===== src/rtl/hb_interp_sched_if.sv =====
// Configuration, upstream handshake and strobe bundle between the TX controller and hb_interp_sched.
interface hb_interp_sched_if;
    logic       run;
    logic [7:0] cpo;
    logic       bypass_cfg;
    logic       clear_status;
    logic       src_valid;
    logic       src_ack;
    logic       zero_fill;
    logic       stb_in;
    logic       stb_out;
    logic [7:0] cpo_hb;
    logic       bypass;
    logic       active;
    logic       underrun;
    logic       cfg_err;

    modport master (
        output run, cpo, bypass_cfg, clear_status, src_valid,
        input  src_ack, zero_fill, stb_in, stb_out, cpo_hb, bypass, active, underrun, cfg_err
    );

    modport slave (
        input  run, cpo, bypass_cfg, clear_status, src_valid,
        output src_ack, zero_fill, stb_in, stb_out, cpo_hb, bypass, active, underrun, cfg_err
    );
endinterface


===== src/rtl/hb_interp_sched.sv =====
// Strobe scheduler and config latch for the first TX halfband interpolator.
// Every output is a register loaded from the next-state decode, so strobes line up with the counter state.
module hb_interp_sched (
    input  logic             clk,
    input  logic             rst,
    hb_interp_sched_if.slave bus
);
    typedef enum logic [1:0] {
        S_IDLE,
        S_PRIME,
        S_RUN,
        S_DRAIN
    } state_e;

    state_e     state_q, state_d;
    logic [7:0] cnt_q, cnt_d;
    logic       pb_q, pb_d;
    logic [7:0] cpo_l_q, cpo_l_d;
    logic       byp_l_q, byp_l_d;
    logic       run_q;
    logic       stb_in_q, stb_out_q, src_ack_q, zero_fill_q, active_q;
    logic       underrun_q, cfg_err_q;
    logic       stb_in_d, stb_out_d, cfg_set, ur_set;
    logic       run_rise, period_end, pair_end;

    assign run_rise   = bus.run & ~run_q;
    assign period_end = (cnt_q == cpo_l_q - 8'd1);
    assign pair_end   = period_end & (pb_q | byp_l_q);

    always_comb begin
        state_d = state_q;
        cnt_d   = cnt_q;
        pb_d    = pb_q;
        cpo_l_d = cpo_l_q;
        byp_l_d = byp_l_q;
        cfg_set = 1'b0;
        case (state_q)
            S_IDLE: begin
                cnt_d = '0;
                pb_d  = 1'b0;
                if (run_rise) begin
                    if (bus.cpo == 8'd1) begin
                        cfg_set = 1'b1;
                    end else begin
                        cpo_l_d = bus.cpo;
                        byp_l_d = bus.bypass_cfg;
                        state_d = S_PRIME;
                    end
                end
            end
            S_PRIME: begin
                if (!bus.run) begin
                    state_d = S_IDLE;
                end else if (bus.src_valid) begin
                    state_d = S_RUN;
                end
            end
            S_RUN, S_DRAIN: begin
                if (period_end) begin
                    cnt_d = '0;
                    pb_d  = ~pb_q;
                end else begin
                    cnt_d = cnt_q + 8'd1;
                end
                // A stop seen on the last cycle of a pair has nothing left to drain.
                if (state_q == S_RUN && bus.run) begin
                    state_d = S_RUN;
                end else if (pair_end) begin
                    state_d = S_IDLE;
                    pb_d    = 1'b0;
                end else begin
                    state_d = S_DRAIN;
                end
            end
            default: state_d = S_IDLE;
        endcase

        stb_in_d  = (state_d == S_RUN) && (cnt_d == '0) && (!pb_d || byp_l_d);
        stb_out_d = ((state_d == S_RUN) || (state_d == S_DRAIN)) && (cnt_d == cpo_l_d - 8'd1);
        ur_set    = stb_in_d && !bus.src_valid;
    end

    always_ff @(posedge clk) begin
        // Tracks run through reset so a level held across reset is not taken as a start.
        run_q <= bus.run;
        if (rst) begin
            state_q     <= S_IDLE;
            cnt_q       <= '0;
            pb_q        <= 1'b0;
            cpo_l_q     <= 8'd2;
            byp_l_q     <= 1'b0;
            stb_in_q    <= 1'b0;
            stb_out_q   <= 1'b0;
            src_ack_q   <= 1'b0;
            zero_fill_q <= 1'b0;
            active_q    <= 1'b0;
            underrun_q  <= 1'b0;
            cfg_err_q   <= 1'b0;
        end else begin
            state_q     <= state_d;
            cnt_q       <= cnt_d;
            pb_q        <= pb_d;
            cpo_l_q     <= cpo_l_d;
            byp_l_q     <= byp_l_d;
            stb_in_q    <= stb_in_d;
            stb_out_q   <= stb_out_d;
            src_ack_q   <= stb_in_d & bus.src_valid;
            zero_fill_q <= ur_set;
            active_q    <= (state_d != S_IDLE);
            if (ur_set) begin
                underrun_q <= 1'b1;
            end else if (bus.clear_status) begin
                underrun_q <= 1'b0;
            end
            if (cfg_set) begin
                cfg_err_q <= 1'b1;
            end else if (bus.clear_status) begin
                cfg_err_q <= 1'b0;
            end
        end
    end

    assign bus.stb_in    = stb_in_q;
    assign bus.stb_out   = stb_out_q;
    assign bus.src_ack   = src_ack_q;
    assign bus.zero_fill = zero_fill_q;
    assign bus.active    = active_q;
    assign bus.underrun  = underrun_q;
    assign bus.cfg_err   = cfg_err_q;
    assign bus.cpo_hb    = cpo_l_q;
    assign bus.bypass    = byp_l_q;
endmodule


===== src/flat_wrapper.sv =====
// flat-port wrapper written by rule: the top's interface ports become plain ports
module hb_interp_sched_flat 
  (clk, rst, bus_run, bus_cpo, bus_bypass_cfg, bus_clear_status, bus_src_valid, bus_src_ack, bus_zero_fill, bus_stb_in, bus_stb_out, bus_cpo_hb, bus_bypass, bus_active, bus_underrun, bus_cfg_err);
  hb_interp_sched_if bus_i ();
  input  logic clk;
  input  logic rst;
  input wire logic [$bits(bus_i.run)-1:0] bus_run;
  input wire logic [$bits(bus_i.cpo)-1:0] bus_cpo;
  input wire logic [$bits(bus_i.bypass_cfg)-1:0] bus_bypass_cfg;
  input wire logic [$bits(bus_i.clear_status)-1:0] bus_clear_status;
  input wire logic [$bits(bus_i.src_valid)-1:0] bus_src_valid;
  output wire logic [$bits(bus_i.src_ack)-1:0] bus_src_ack;
  output wire logic [$bits(bus_i.zero_fill)-1:0] bus_zero_fill;
  output wire logic [$bits(bus_i.stb_in)-1:0] bus_stb_in;
  output wire logic [$bits(bus_i.stb_out)-1:0] bus_stb_out;
  output wire logic [$bits(bus_i.cpo_hb)-1:0] bus_cpo_hb;
  output wire logic [$bits(bus_i.bypass)-1:0] bus_bypass;
  output wire logic [$bits(bus_i.active)-1:0] bus_active;
  output wire logic [$bits(bus_i.underrun)-1:0] bus_underrun;
  output wire logic [$bits(bus_i.cfg_err)-1:0] bus_cfg_err;
  assign bus_i.run = bus_run;
  assign bus_i.cpo = bus_cpo;
  assign bus_i.bypass_cfg = bus_bypass_cfg;
  assign bus_i.clear_status = bus_clear_status;
  assign bus_i.src_valid = bus_src_valid;
  assign bus_src_ack = bus_i.src_ack;
  assign bus_zero_fill = bus_i.zero_fill;
  assign bus_stb_in = bus_i.stb_in;
  assign bus_stb_out = bus_i.stb_out;
  assign bus_cpo_hb = bus_i.cpo_hb;
  assign bus_bypass = bus_i.bypass;
  assign bus_active = bus_i.active;
  assign bus_underrun = bus_i.underrun;
  assign bus_cfg_err = bus_i.cfg_err;
  hb_interp_sched u_core (.clk(clk), .rst(rst), .bus(bus_i));
endmodule

===== config.mk =====
export PLATFORM = sky130hd
export DESIGN_NAME = hb_interp_sched_flat
export DESIGN_NICKNAME = d
export VERILOG_FILES = /design/src/rtl/hb_interp_sched_if.sv /design/src/rtl/hb_interp_sched.sv /design/src/flat_wrapper.sv
export SDC_FILE = /design/constraint.sdc
export NUM_CORES = 1
export LEC_CHECK = 0
export ABC_AREA = 1
export CELL_PAD_IN_SITES_DETAIL_PLACEMENT = 0
export CELL_PAD_IN_SITES_GLOBAL_PLACEMENT = 2
export CORE_AREA = 3 3 85 87
export CTS_CLUSTER_SIZE = 40
export DETAILED_ROUTE_END_ITERATION = 10
export DIE_AREA = 0 0 88 90
export PLACE_DENSITY_LB_ADDON = 0.3
export SLEW_MARGIN = 20
export SYNTH_ARGS = -nofsm -noshare
export SYNTH_HDL_FRONTEND = slang
export SYNTH_SLANG_ARGS = --single-unit
export TNS_END_PERCENT = 1

===== constraint.sdc =====
create_clock -name clk -period 5.02 [get_ports clk]
set_input_delay 1.004 -clock clk [delete_from_list [all_inputs] [get_ports clk]]
set_output_delay 1.004 -clock clk [all_outputs]
set_load 0.05 [all_outputs]

==> flow_summary.yaml <==
synthesis:
  yosysWarnings: 0
  synth_cell_types: 26
  ys_ff_latch: 28
  netlist_instances: 324
  synth.cell_area_sq_um: 1950
  synth_top_area_share_pct: 28.7
  synth_area_leader_cell: "dfxtp_1"
  seq_area_frac_synth_pct: 28.7
  synth_area_leaders: "dfxtp_1, nand2_1, nor2_1, inv_1, nand3_1"
  synth_nets: 341
  syn_avg_cell_area_sq_um: 6.03
sta:
  relSlewSlack_pct: 44.4
  finClkSkew_ps: 6.75
  fin_crit_ps: 3160
  holdWs_ps: 481
  fmax_mhz: 316
  setup_viol: 0
  drv_slew: 0
  hold_violations: 0
  tns_ps: 0
  fin_crit_sh_pct: 63.0
  rsz0062_at_grt: "no"
  worst_pin_slew_ps: 831
floorplanning:
  die_area_sq_um: 7920
  initial_core_util_pct: 30.4
  core_sq_um: 6420
  die_w_um: 88
  num_io_pins: 30
  die_h_um: 90
  num_rows: 29
clock_tree:
  cts_tree: "yes"
  cts-resized-gates: 0
  cts_setup_buffers: 0
  clockBufferDepth: 2
  ctsHoldBuffers: 0
  cts_root_buf: "clkbuf_8"
  htree_levels: 1
  cts_buffers: 3
  cts.sink_count: 28
  insertion_delay_ps: 280
  cts.reportedPaths.clkPinSlew_ps: 100
critical_path:
  setup.worst_path.start: "bus_run"
  cp_common_cell: "nand2_1"
  arrival_ps: 3390
  cp_max_fo: 10
  worst_path_largest_cell_delay_ps: 560
  slowest_stage: "clkdlybuf4s50_1"
  crit_path_end_kind: "flop"
  reg2reg_from: "u_core.bus.cpo_hb[0]"
  critPathKind: "input port to flop"
  crit_chain: "clkdlybuf4s50_1, nand2_2, nor3_4, nand2_4, nand2_1, nand2_2, inv_1, ha_1, nand3_1, nor2_1, nand2_1, nand2_1, nand2_1, nand2_1, nand2_1, nor2_1, nand2_1, nor2_2"
  cp.required_ps: 5250
  start_kind: "input port"
grt:
  antenna_found_initial: 0
  overflow: 0
  grt_pass1_vias: 1824
  grtUsageTotal_pct: 15.0
  grt_pass1_wl_um: 9370
  grt_max_degree: 21
layout:
  syn_to_final_growth_pct: 22.4
  diodes: 0
  layout_common_cells: "nand2_1, nor2_1, inv_1, clkdlybuf4s50_1"
  fin_nets: 370
  drive_gt1_share_pct: 11.4
  layout_commonest_cell: "nand2_1"
drt:
  ant_nets: 0
  wl_per_cell_um: 12.7
  initialDrtViolationCount: 65
  viasPerCell: 4.38
  wl_um: 5470
  drc_errors: 0
  first_pass_iters: 4
  via_count: 1879
place:
  port-buffer-count: 29
  gp_congestion: 0.757
  dp_hpwl_um: 4500
run_status:
  status: "completed"
power:
  leakage_nw: 1.15
  power_density_nw_per_um2: 256
  ir_drop_mv: 0.0974
flow_run:
  cap_violations: 0
worst_hold_path:
  hold_class: "flop to flop"
  worstHoldStart: "u_core.bus.underrun"
[per-layer routing]
layer | up-vias | GRT usage, % | wire, um | part of all wire [%]
met5 | - | 0 | 0 | 0
met4 | 0 | 3.07 | 36 | 0.66
met3 | 2 | 1.92 | 115 | 2.1
met2 | 18 | 24.1 | 2600 | 48
met1 | 811 | 21.3 | 2720 | 50
li1 | 1048 | - | - | -
[cell type report]
class	instances	area, sq um
clock buffer	3	41.3
clock inverter	1	30.0
fill	723	4030
inverter	46	173
multi-input combinational	245	1200
sequential	28	561
tap	77	96.3
timing repair buffer	29	290
[cells in the mapped netlist (all sizes together)]
master and instances:
xnor2 6, a21boi 1, inv 46, xor2 4
nand4 3, nand2 123, nor3 3, and2 1
ha 3, a21oi 9, o21ai 8, dfxtp 28
nand3 29, clkbuf 5, nor2 55
[worst paths after layout]
check	end	slack (ps)	cells past startpoint
worst max-delay path	u_core.bus.stb_out	1860	18
worst min-delay path	u_core.bus.underrun	480	2
worst max register to register	u_core.bus.underrun	2590	15
worst min register to register	u_core.bus.underrun	480	2
[stage by stage]
stage | total power [W] | cells | util [%] | setup slack (ps) | cell area, sq um
finish | 0.000613 | 429 | 37.2 | 1860 | 2390
global route | 0.000649 | 429 | 37.2 | 1540 | 2390
CTS | 0.000621 | 429 | 37.2 | 1860 | 2390
detailed placement | 0.000438 | 425 | 36.1 | 1560 | 2320
global placement | 0.000439 | 425 | 36.1 | 1560 | 2320
floorplan | 0.000382 | 324 | - | 2300 | 1950
[cell families after synthesis]
group | Yosys count | share of synthesized area, %
simple gates | 214 | 49.9
fa+ha+maj | 3 | 1.92
flops | 28 | 28.7
compound gates | 18 | 5.12
xor+xnor | 10 | 4.48
buf+inv | 51 | 9.86
[where the power goes]
group	internal, W	switching (W)
Sequential	0.000231	0.0000126
Clock	0.000107	0.0000759
Combinational	0.0000668	0.000119
[critical path, delay by kind of cell]
| kind | cells | cell delay, ps |
|---|---|---|
| adder cells (fa/ha/maj) | 1 | 180 |
| buffers and inverters | 2 | 640 |
| AND/OR/NAND/NOR | 15 | 1570 |
[state kept, by name, indices dropped and copies added, names as in the netlist]
signal and flops:
u_core.bus.cpo_hb 8, u_core.cnt_q 8, u_core.state_q 2, u_core.bus.active 1, u_core.bus.bypass 1, u_core.bus.cfg_err 1
u_core.bus.src_ack 1, u_core.bus.stb_in 1, u_core.bus.stb_out 1, u_core.bus.underrun 1, u_core.bus.zero_fill 1, u_core.pb_q 1
u_core.run_q 1
Power figures use the tool's default switching activity.
